## config.mk

```make
export PLATFORM = sky130hd
export DESIGN_NAME = lbus_axi_mport_bridge
export DESIGN_NICKNAME = d
export VERILOG_FILES = /design/src/rtl/lbus_axi_pkg.sv /design/src/rtl/rr_arbiter.sv /design/src/rtl/lbus_axi_mport_bridge.sv
export SDC_FILE = /design/constraint.sdc
export NUM_CORES = 1
export LEC_CHECK = 0
export ABC_AREA = 1
export CAP_MARGIN = 20
export CORE_AREA = 2 2 237 239
export CTS_CLUSTER_SIZE = 28
export DETAILED_ROUTE_END_ITERATION = 6
export DIE_AREA = 0 0 239 241
export HOLD_SLACK_MARGIN = 0.1
export SLEW_MARGIN = 20
export SYNTH_ARGS = -nofsm -noshare
export SYNTH_HDL_FRONTEND = slang
export SYNTH_HIERARCHICAL = 1
export SYNTH_SLANG_ARGS = --single-unit
```

## constraint.sdc

```tcl
create_clock -name clk -period 46.3 [get_ports clk]
set_input_delay 13.89 -clock clk [delete_from_list [all_inputs] [get_ports clk]]
set_output_delay 13.89 -clock clk [all_outputs]
set_load 0.01 [all_outputs]
```

## src/rtl/lbus_axi_pkg.sv

```systemverilog
// Shared types and AXI constants for the multi-port local-bus to AXI bridge.
package lbus_axi_pkg;

  typedef enum logic [2:0] {
    ST_IDLE,
    ST_WR,
    ST_BWAIT,
    ST_RD,
    ST_RWAIT,
    ST_RESP
  } state_t;

  localparam logic [1:0] AXI_BURST_INCR  = 2'b01;
  localparam logic [1:0] AXI_RESP_OKAY   = 2'b00;
  localparam logic [1:0] AXI_RESP_EXOKAY = 2'b01;
  localparam logic [1:0] AXI_RESP_SLVERR = 2'b10;
  localparam logic [1:0] AXI_RESP_DECERR = 2'b11;

  function automatic logic resp_is_err(input logic [1:0] resp);
    return resp != AXI_RESP_OKAY;
  endfunction

endpackage

```

## src/rtl/rr_arbiter.sv

```systemverilog
// Round-robin selector: searches pending requests starting one past the last grant.
module rr_arbiter #(
  parameter int NumPort = 2,
  parameter int IdxW    = (NumPort > 1) ? $clog2(NumPort) : 1
) (
  input  logic [NumPort-1:0] i_req,
  input  logic [IdxW-1:0]    i_last_grant,
  output logic [NumPort-1:0] o_grant,
  output logic [IdxW-1:0]    o_grant_idx
);

  logic [IdxW-1:0] w_pos;
  logic            w_found;

  always_comb begin
    o_grant     = '0;
    o_grant_idx = '0;
    w_pos       = '0;
    w_found     = 1'b0;
    // The last granted port is examined last, giving it lowest priority.
    for (int i = 1; i <= NumPort; i++) begin
      w_pos = IdxW'((int'(i_last_grant) + i) % NumPort);
      if (!w_found && i_req[w_pos]) begin
        w_found          = 1'b1;
        o_grant[w_pos]   = 1'b1;
        o_grant_idx      = w_pos;
      end
    end
  end

endmodule

```

## src/rtl/lbus_axi_mport_bridge.sv

```systemverilog
// Multi-port local-bus requester to single-beat AXI master bridge.
// Optional LBUS_AXI_RESP_ERR_EN: report nonzero bresp/rresp on bus_erro.
module lbus_axi_mport_bridge
  import lbus_axi_pkg::*;
#(
  parameter int AddrW   = 32,
  parameter int DataW   = 64,
  parameter int AxiIdW  = 6,
  parameter int NumPort = 2
) (
  input  logic                              clk,
  input  logic                              reset,
  input  logic [NumPort-1:0]                bus_req,
  input  logic [NumPort-1:0][AxiIdW-1:0]    bus_id,
  input  logic [NumPort-1:0][DataW/8-1:0]   bus_strb,
  input  logic [NumPort-1:0][AddrW-1:0]     bus_addr,
  input  logic [NumPort-1:0][DataW-1:0]     bus_wdata,
  output logic [NumPort-1:0]                bus_readyo,
  output logic [NumPort-1:0][AxiIdW-1:0]    bus_ido,
  output logic [NumPort-1:0][DataW-1:0]     bus_rdatao,
  output logic [NumPort-1:0]                bus_busyo,
  output logic [NumPort-1:0]                bus_erro,
  input  logic                              axi_awready,
  input  logic                              axi_wready,
  input  logic                              axi_bvalid,
  input  logic [1:0]                        axi_bresp,
  output logic [AxiIdW-1:0]                 axi_awido,
  output logic [AddrW-1:0]                  axi_awaddro,
  output logic [3:0]                        axi_awleno,
  output logic [2:0]                        axi_awsizeo,
  output logic [1:0]                        axi_awbursto,
  output logic                              axi_awvalido,
  output logic [DataW-1:0]                  axi_wdatao,
  output logic [DataW/8-1:0]                axi_wstrbo,
  output logic                              axi_wlasto,
  output logic                              axi_wvalido,
  output logic                              axi_breadyo,
  input  logic                              axi_arready,
  input  logic                              axi_rvalid,
  input  logic [DataW-1:0]                  axi_rdata,
  input  logic [1:0]                        axi_rresp,
  output logic [AxiIdW-1:0]                 axi_arido,
  output logic [AddrW-1:0]                  axi_araddro,
  output logic [3:0]                        axi_arleno,
  output logic [2:0]                        axi_arsizeo,
  output logic [1:0]                        axi_arbursto,
  output logic                              axi_arvalido,
  output logic                              axi_rreadyo
);

  localparam int         StrbW   = DataW / 8;
  localparam int         IdxW    = (NumPort > 1) ? $clog2(NumPort) : 1;
  localparam logic [2:0] AxiSize = 3'($clog2(StrbW));

  logic [AxiIdW-1:0] r_hid    [NumPort];
  logic [StrbW-1:0]  r_hstrb  [NumPort];
  logic [AddrW-1:0]  r_haddr  [NumPort];
  logic [DataW-1:0]  r_hwdata [NumPort];

  state_t            r_state;
  logic [NumPort-1:0] r_pending;
  logic [NumPort-1:0] r_gnt_oh;
  logic [IdxW-1:0]   r_gidx;
  logic [IdxW-1:0]   r_last;
  logic              r_awvalid, r_wvalid, r_bready, r_arvalid, r_rready;
  logic [NumPort-1:0] r_readyo, r_erro;
  logic [AddrW-1:0]  r_axaddr;
  logic [AxiIdW-1:0] r_axid;
  logic [DataW-1:0]  r_wdata;
  logic [StrbW-1:0]  r_wstrb;
  logic [DataW-1:0]  r_rdata;
  logic [AxiIdW-1:0] r_ido;

  logic [NumPort-1:0] w_cap, w_clr, w_gnt_oh;
  logic [IdxW-1:0]    w_gnt_idx;
  logic               w_aw_done, w_w_done, w_b_err, w_r_err;

  // A request is only accepted by an idle port; pulses while busy are dropped.
  assign w_cap     = bus_req & ~r_pending;
  assign w_clr     = (r_state == ST_RESP) ? r_gnt_oh : '0;
  assign w_aw_done = ~r_awvalid | axi_awready;
  assign w_w_done  = ~r_wvalid | axi_wready;

`ifdef LBUS_AXI_RESP_ERR_EN
  assign w_b_err = resp_is_err(axi_bresp);
  assign w_r_err = resp_is_err(axi_rresp);
`else
  logic w_unused_resp;
  assign w_unused_resp = ^{axi_bresp, axi_rresp};
  assign w_b_err       = 1'b0;
  assign w_r_err       = 1'b0;
`endif

  rr_arbiter #(
    .NumPort (NumPort),
    .IdxW    (IdxW)
  ) u_arb (
    .i_req        (r_pending),
    .i_last_grant (r_last),
    .o_grant      (w_gnt_oh),
    .o_grant_idx  (w_gnt_idx)
  );

  always_ff @(posedge clk or posedge reset) begin
    if (reset) begin
      for (int p = 0; p < NumPort; p++) begin
        r_hid[p]    <= '0;
        r_hstrb[p]  <= '0;
        r_haddr[p]  <= '0;
        r_hwdata[p] <= '0;
      end
    end else begin
      for (int p = 0; p < NumPort; p++) begin
        if (w_cap[p]) begin
          r_hid[p]    <= bus_id[p];
          r_hstrb[p]  <= bus_strb[p];
          r_haddr[p]  <= bus_addr[p];
          r_hwdata[p] <= bus_wdata[p];
        end
      end
    end
  end

  always_ff @(posedge clk or posedge reset) begin
    if (reset) begin
      r_state   <= ST_IDLE;
      r_pending <= '0;
      r_gnt_oh  <= '0;
      r_gidx    <= '0;
      r_last    <= IdxW'(NumPort - 1);
      r_awvalid <= 1'b0;
      r_wvalid  <= 1'b0;
      r_bready  <= 1'b0;
      r_arvalid <= 1'b0;
      r_rready  <= 1'b0;
      r_readyo  <= '0;
      r_erro    <= '0;
      r_axaddr  <= '0;
      r_axid    <= '0;
      r_wdata   <= '0;
      r_wstrb   <= '0;
      r_rdata   <= '0;
      r_ido     <= '0;
    end else begin
      r_pending <= (r_pending | w_cap) & ~w_clr;
      case (r_state)
        ST_IDLE: begin
          if (|r_pending) begin
            r_gidx   <= w_gnt_idx;
            r_gnt_oh <= w_gnt_oh;
            r_axaddr <= r_haddr[w_gnt_idx];
            r_axid   <= AxiIdW'(w_gnt_idx);
            r_ido    <= r_hid[w_gnt_idx];
            r_wdata  <= r_hwdata[w_gnt_idx];
            r_wstrb  <= r_hstrb[w_gnt_idx];
            if (|r_hstrb[w_gnt_idx]) begin
              r_awvalid <= 1'b1;
              r_wvalid  <= 1'b1;
              r_state   <= ST_WR;
            end else begin
              r_arvalid <= 1'b1;
              r_state   <= ST_RD;
            end
          end
        end
        ST_WR: begin
          // AW and W complete independently, in either order.
          if (r_awvalid && axi_awready) r_awvalid <= 1'b0;
          if (r_wvalid && axi_wready)   r_wvalid  <= 1'b0;
          if (w_aw_done && w_w_done) begin
            r_bready <= 1'b1;
            r_state  <= ST_BWAIT;
          end
        end
        ST_BWAIT: begin
          if (axi_bvalid) begin
            r_bready <= 1'b0;
            r_rdata  <= '0;
            r_readyo <= r_gnt_oh;
            r_erro   <= w_b_err ? r_gnt_oh : '0;
            r_state  <= ST_RESP;
          end
        end
        ST_RD: begin
          if (axi_arready) begin
            r_arvalid <= 1'b0;
            r_rready  <= 1'b1;
            r_state   <= ST_RWAIT;
          end
        end
        ST_RWAIT: begin
          if (axi_rvalid) begin
            r_rready <= 1'b0;
            r_rdata  <= axi_rdata;
            r_readyo <= r_gnt_oh;
            r_erro   <= w_r_err ? r_gnt_oh : '0;
            r_state  <= ST_RESP;
          end
        end
        ST_RESP: begin
          r_readyo <= '0;
          r_erro   <= '0;
          r_last   <= r_gidx;
          r_state  <= ST_IDLE;
        end
        default: r_state <= ST_IDLE;
      endcase
    end
  end

  // Read data and id are broadcast; each port qualifies them with its readyo.
  for (genvar p = 0; p < NumPort; p++) begin : g_port
    assign bus_rdatao[p] = r_rdata;
    assign bus_ido[p]    = r_ido;
  end

  assign bus_readyo   = r_readyo;
  assign bus_busyo    = r_pending;
  assign bus_erro     = r_erro;

  assign axi_awido    = r_axid;
  assign axi_awaddro  = r_axaddr;
  assign axi_awleno   = 4'd0;
  assign axi_awsizeo  = AxiSize;
  assign axi_awbursto = AXI_BURST_INCR;
  assign axi_awvalido = r_awvalid;
  assign axi_wdatao   = r_wdata;
  assign axi_wstrbo   = r_wstrb;
  assign axi_wlasto   = r_wvalid;
  assign axi_wvalido  = r_wvalid;
  assign axi_breadyo  = r_bready;

  assign axi_arido    = r_axid;
  assign axi_araddro  = r_axaddr;
  assign axi_arleno   = 4'd0;
  assign axi_arsizeo  = AxiSize;
  assign axi_arbursto = AXI_BURST_INCR;
  assign axi_arvalido = r_arvalid;
  assign axi_rreadyo  = r_rready;

endmodule

```

==> results.md <==
* Die height at 241 microns
* VDD IR max at 45.6 uV
* Clock buffer count from CTS at 47
* Peak Freq at 62.2 MHz
* Crit path DAT at 16.66 ns
* H-tree levels at 2
* CP required at 46.88 ns
* Synthesized area per cell at 10.4 sq um
* Number of buffers and inverters on the critical path at 5
* CTS resizes at 0
* Outcome: finished, final reports clean
* YS warnings at 6
* Remaining routing DRC violations at 0
* Starting Density at 0.329
* Clk_lat worst skew at 0.58 ns
* Crit Path Category: in -> async
* Multi-input logic area at 0.00601 sq mm
* Worst-path maximum fanout at 97
* Grt total ovfl at 0
* Routability Congestion at 0.847
* Initial DRC count at 601
* Layout Skew at 0.0171 ns
* DP Worst Slack at 29.13 ns
* Yosys top cell area share at 0.567
* Area grow syn2layout at 38.7%
* First-pass GRT wire length at 81.4 mm
* Met3 WL at 4.93 mm
* Share of post-route cells with drive strength above 1 at 0.151
* Core Area at 0.0549 sq mm
* Highest routed layer: met5
* Clock transition at path regs at 0.06 ns
* WL final at 54.8 mm
* Clock root buffer: clkbuf_16
* Postcts setup bufs at 0
* RSZ-0062 raised after global routing: false
* Min Tclk post-route at 16.08 ns
* Detailed-route via count at 13,500
* FILL cells at 5,196
* Routed Antenna Nets at 0
* Rows at 86
* P per Cell Area at 72.8 mW/mm^2
* Total GRT Usage at 0.185
* Critical path's slowest cell: buf_4
* Post-synthesis sequential area ratio at 0.568
* Pin count of the biggest net entering global routing at 140
* Synthesized cell area at 0.0181 sq mm
* Crit path launch type: input port
* Final TNS setup at 0 ns
* Worst-path cell chain: clkdlybuf4s50_1 -> inv_8 -> buf_16 -> buf_4 -> buf_4
* Yosys cell types at 32
* Max cap viols at 0
* Critical path endpoint category: async pin
* Worst hold margin at 0.482 ns
* Drt via density at 4.61
* Final Hold Fails at 0
* Routed length per placed instance at 18.8 microns
* Port bufs at 580
* Top delay family on crit path: buffers and inverters
* Main area contributors after synthesis: dfrtp_1 57%, mux2_2 9.6%, nand2_1 7.0%
* Clock Sinks at 410
* Final #Nets at 2,474
* Clk buf depth at 3
* Die W at 239 microns
* Slowest stage delay, CP at 0.81 ns
* Leading area contributor after synthesis: dfrtp_1
* Top Ports at 615
* Worst Slack Setup Final at 30.22 ns
* Static leakage at 11.0 nW
* Initial antenna violation count at 11
* Most Frequent Cell on Critical Path: buf_4
* Met2 WL post-DR at 26.6 mm
* Die area at 0.0576 sq mm
* Detailed placer's ending HPWL at 37.9 mm
* Tightest Hold Check Type: reg -> reg
* Final number of setup-violating endpoints at 0
* Number of global-route vias before repair at 13,600
* FF+latch area at 0.0103 sq mm
* Cts hold-fix bufs at 0
* DR pass1 iterations at 4
* Wire length on met1 at 21.2 mm
* Pin slew with the least headroom to its limit at 1.04 ns
* Synthesized flop and latch total at 410
* Relative slew margins at 0.309
* Tcrit/Tclk final at 0.347
* CTS tree: yes
* Pins over their slew limit at 0
* Mapped Cells at 1,740
==> kinds of logic after synthesis <==
logic type,synth area share
other,0.000416
muxes,0.0960
and+or+nand+nor,0.115
AOI/OAI and AO/OA,0.113
buffers and inverters,0.108
DFF,0.568
==> sequential cells by signal, indices dropped and copies added (netlist names), 2 cells and up <==
register     count
r_haddr         64
r_hid           12
r_hwdata       128
bus_busyo        2
r_ido            6
axi_araddro     32
bus_readyo       2
r_gnt_oh         2
r_rdata         64
r_state          3
r_hstrb         16
axi_wdatao      64
axi_wstrbo       8
==> routing by layer <==
layer / vias up / track usage
li1: 6373 / -
met1: 6534 / 0.211
met2: 444 / 0.313
met3: 108 / 0.0675
met4: 12 / 0.0786
met5: - / 0
==> synth_stat cells <==
cell,n
buf_4,138
dfrtp_1,409
buf_6,16
o22ai_1,4
o21ai_0,123
nand2_2,7
nor3_1,1
buf_1,4
and2_1,1
nor2_1,171
clkbuf_1,21
nor2_2,1
nand3_1,8
conb_1,2
inv_2,3
o21ai_1,42
inv_1,89
nand2_4,1
a21oi_1,70
buf_8,1
dfstp_2,1
o31ai_2,48
mux2_2,154
nand4_1,2
nand3_2,1
o31ai_1,1
clkbuf_4,1
o21ai_2,26
nand3_4,1
nand2_1,339
or2_4,1
buf_2,53
==> path summary, 6_finish.rpt <==
| kind | start | end | slack [ns] | cells after the start |
|---|---|---|---|---|
| hold / removal | axi_wdatao[7]$_DFFE_PP0P_ | axi_wdatao[7]$_DFFE_PP0P_ | 0.48 | 2 |
| setup / recovery | reset | bus_busyo[1]$_DFF_PP0_ | 30.22 | 5 |
| min in group asynchronous | reset | axi_wdatao[46]$_DFFE_PP0P_ | 13.70 | 2 |
| max in group clk | bus_req[0] | r_hstrb[9]$_DFFE_PP0P_ | 30.45 | 4 |
| setup reg to reg | bus_busyo[0]$_DFF_PP0_ | r_gnt_oh[0]$_DFFE_PP0P_ | 42.95 | 7 |
| hold reg to reg | axi_wdatao[7]$_DFFE_PP0P_ | axi_wdatao[7]$_DFFE_PP0P_ | 0.48 | 2 |
==> layout by cell type, fill, tap and decap left out, types with 48 or more instances in the layout <==
| master | count |
|---|---|
| dfrtp_1 | 409 |
| clkdlybuf4s50_1 | 580 |
| inv_1 | 87 |
| o21ai_0 | 123 |
| nand2_1 | 338 |
| o31ai_2 | 48 |
| nor2_1 | 171 |
| clkbuf_16 | 49 |
| a21oi_1 | 69 |
| mux2_2 | 154 |
==> power by group <==
part           internal [mW]  switching, mW
Sequential             0.533          0.104
Combinational          0.389          0.420
Clock                  0.225          0.152
Total                   1.15          0.676
==> tightest hold or removal path: cells and delay by family, from the launching register on <==
kind	cells	cell delay [ns]
flip-flops	1	0.34
AO/OA/AOI/OAI	1	0.06
AND/OR/NAND/NOR	1	0.05
==> per-stage QoR <==
step | util | total power, mW | cells | instance area (sq um)
global route | 0.456 | 1.95 | 2920 | 25000
finish | 0.456 | 1.82 | 2920 | 25000
detailed placement | 0.427 | 1.46 | 2830 | 23400
global placement | 0.426 | 1.44 | 2829 | 23400
floorplan | - | 1.14 | 1768 | 18200
CTS | 0.455 | 1.85 | 2913 | 25000
==> area by class of cell <==
| cell class | instances | share of cell area |
|---|---|---|
| diodes | 5 | 0.000500 |
| clock buffers | 77 | 0.0596 |
| clock inverters | 6 | 0.00300 |
| inverters | 92 | 0.0142 |
| multi-input cells | 1032 | 0.240 |
| flip-flops and latches | 410 | 0.410 |
| well taps | 704 | 0.0352 |
| repair buffers | 594 | 0.238 |
Power figures use the tool's default switching activity.
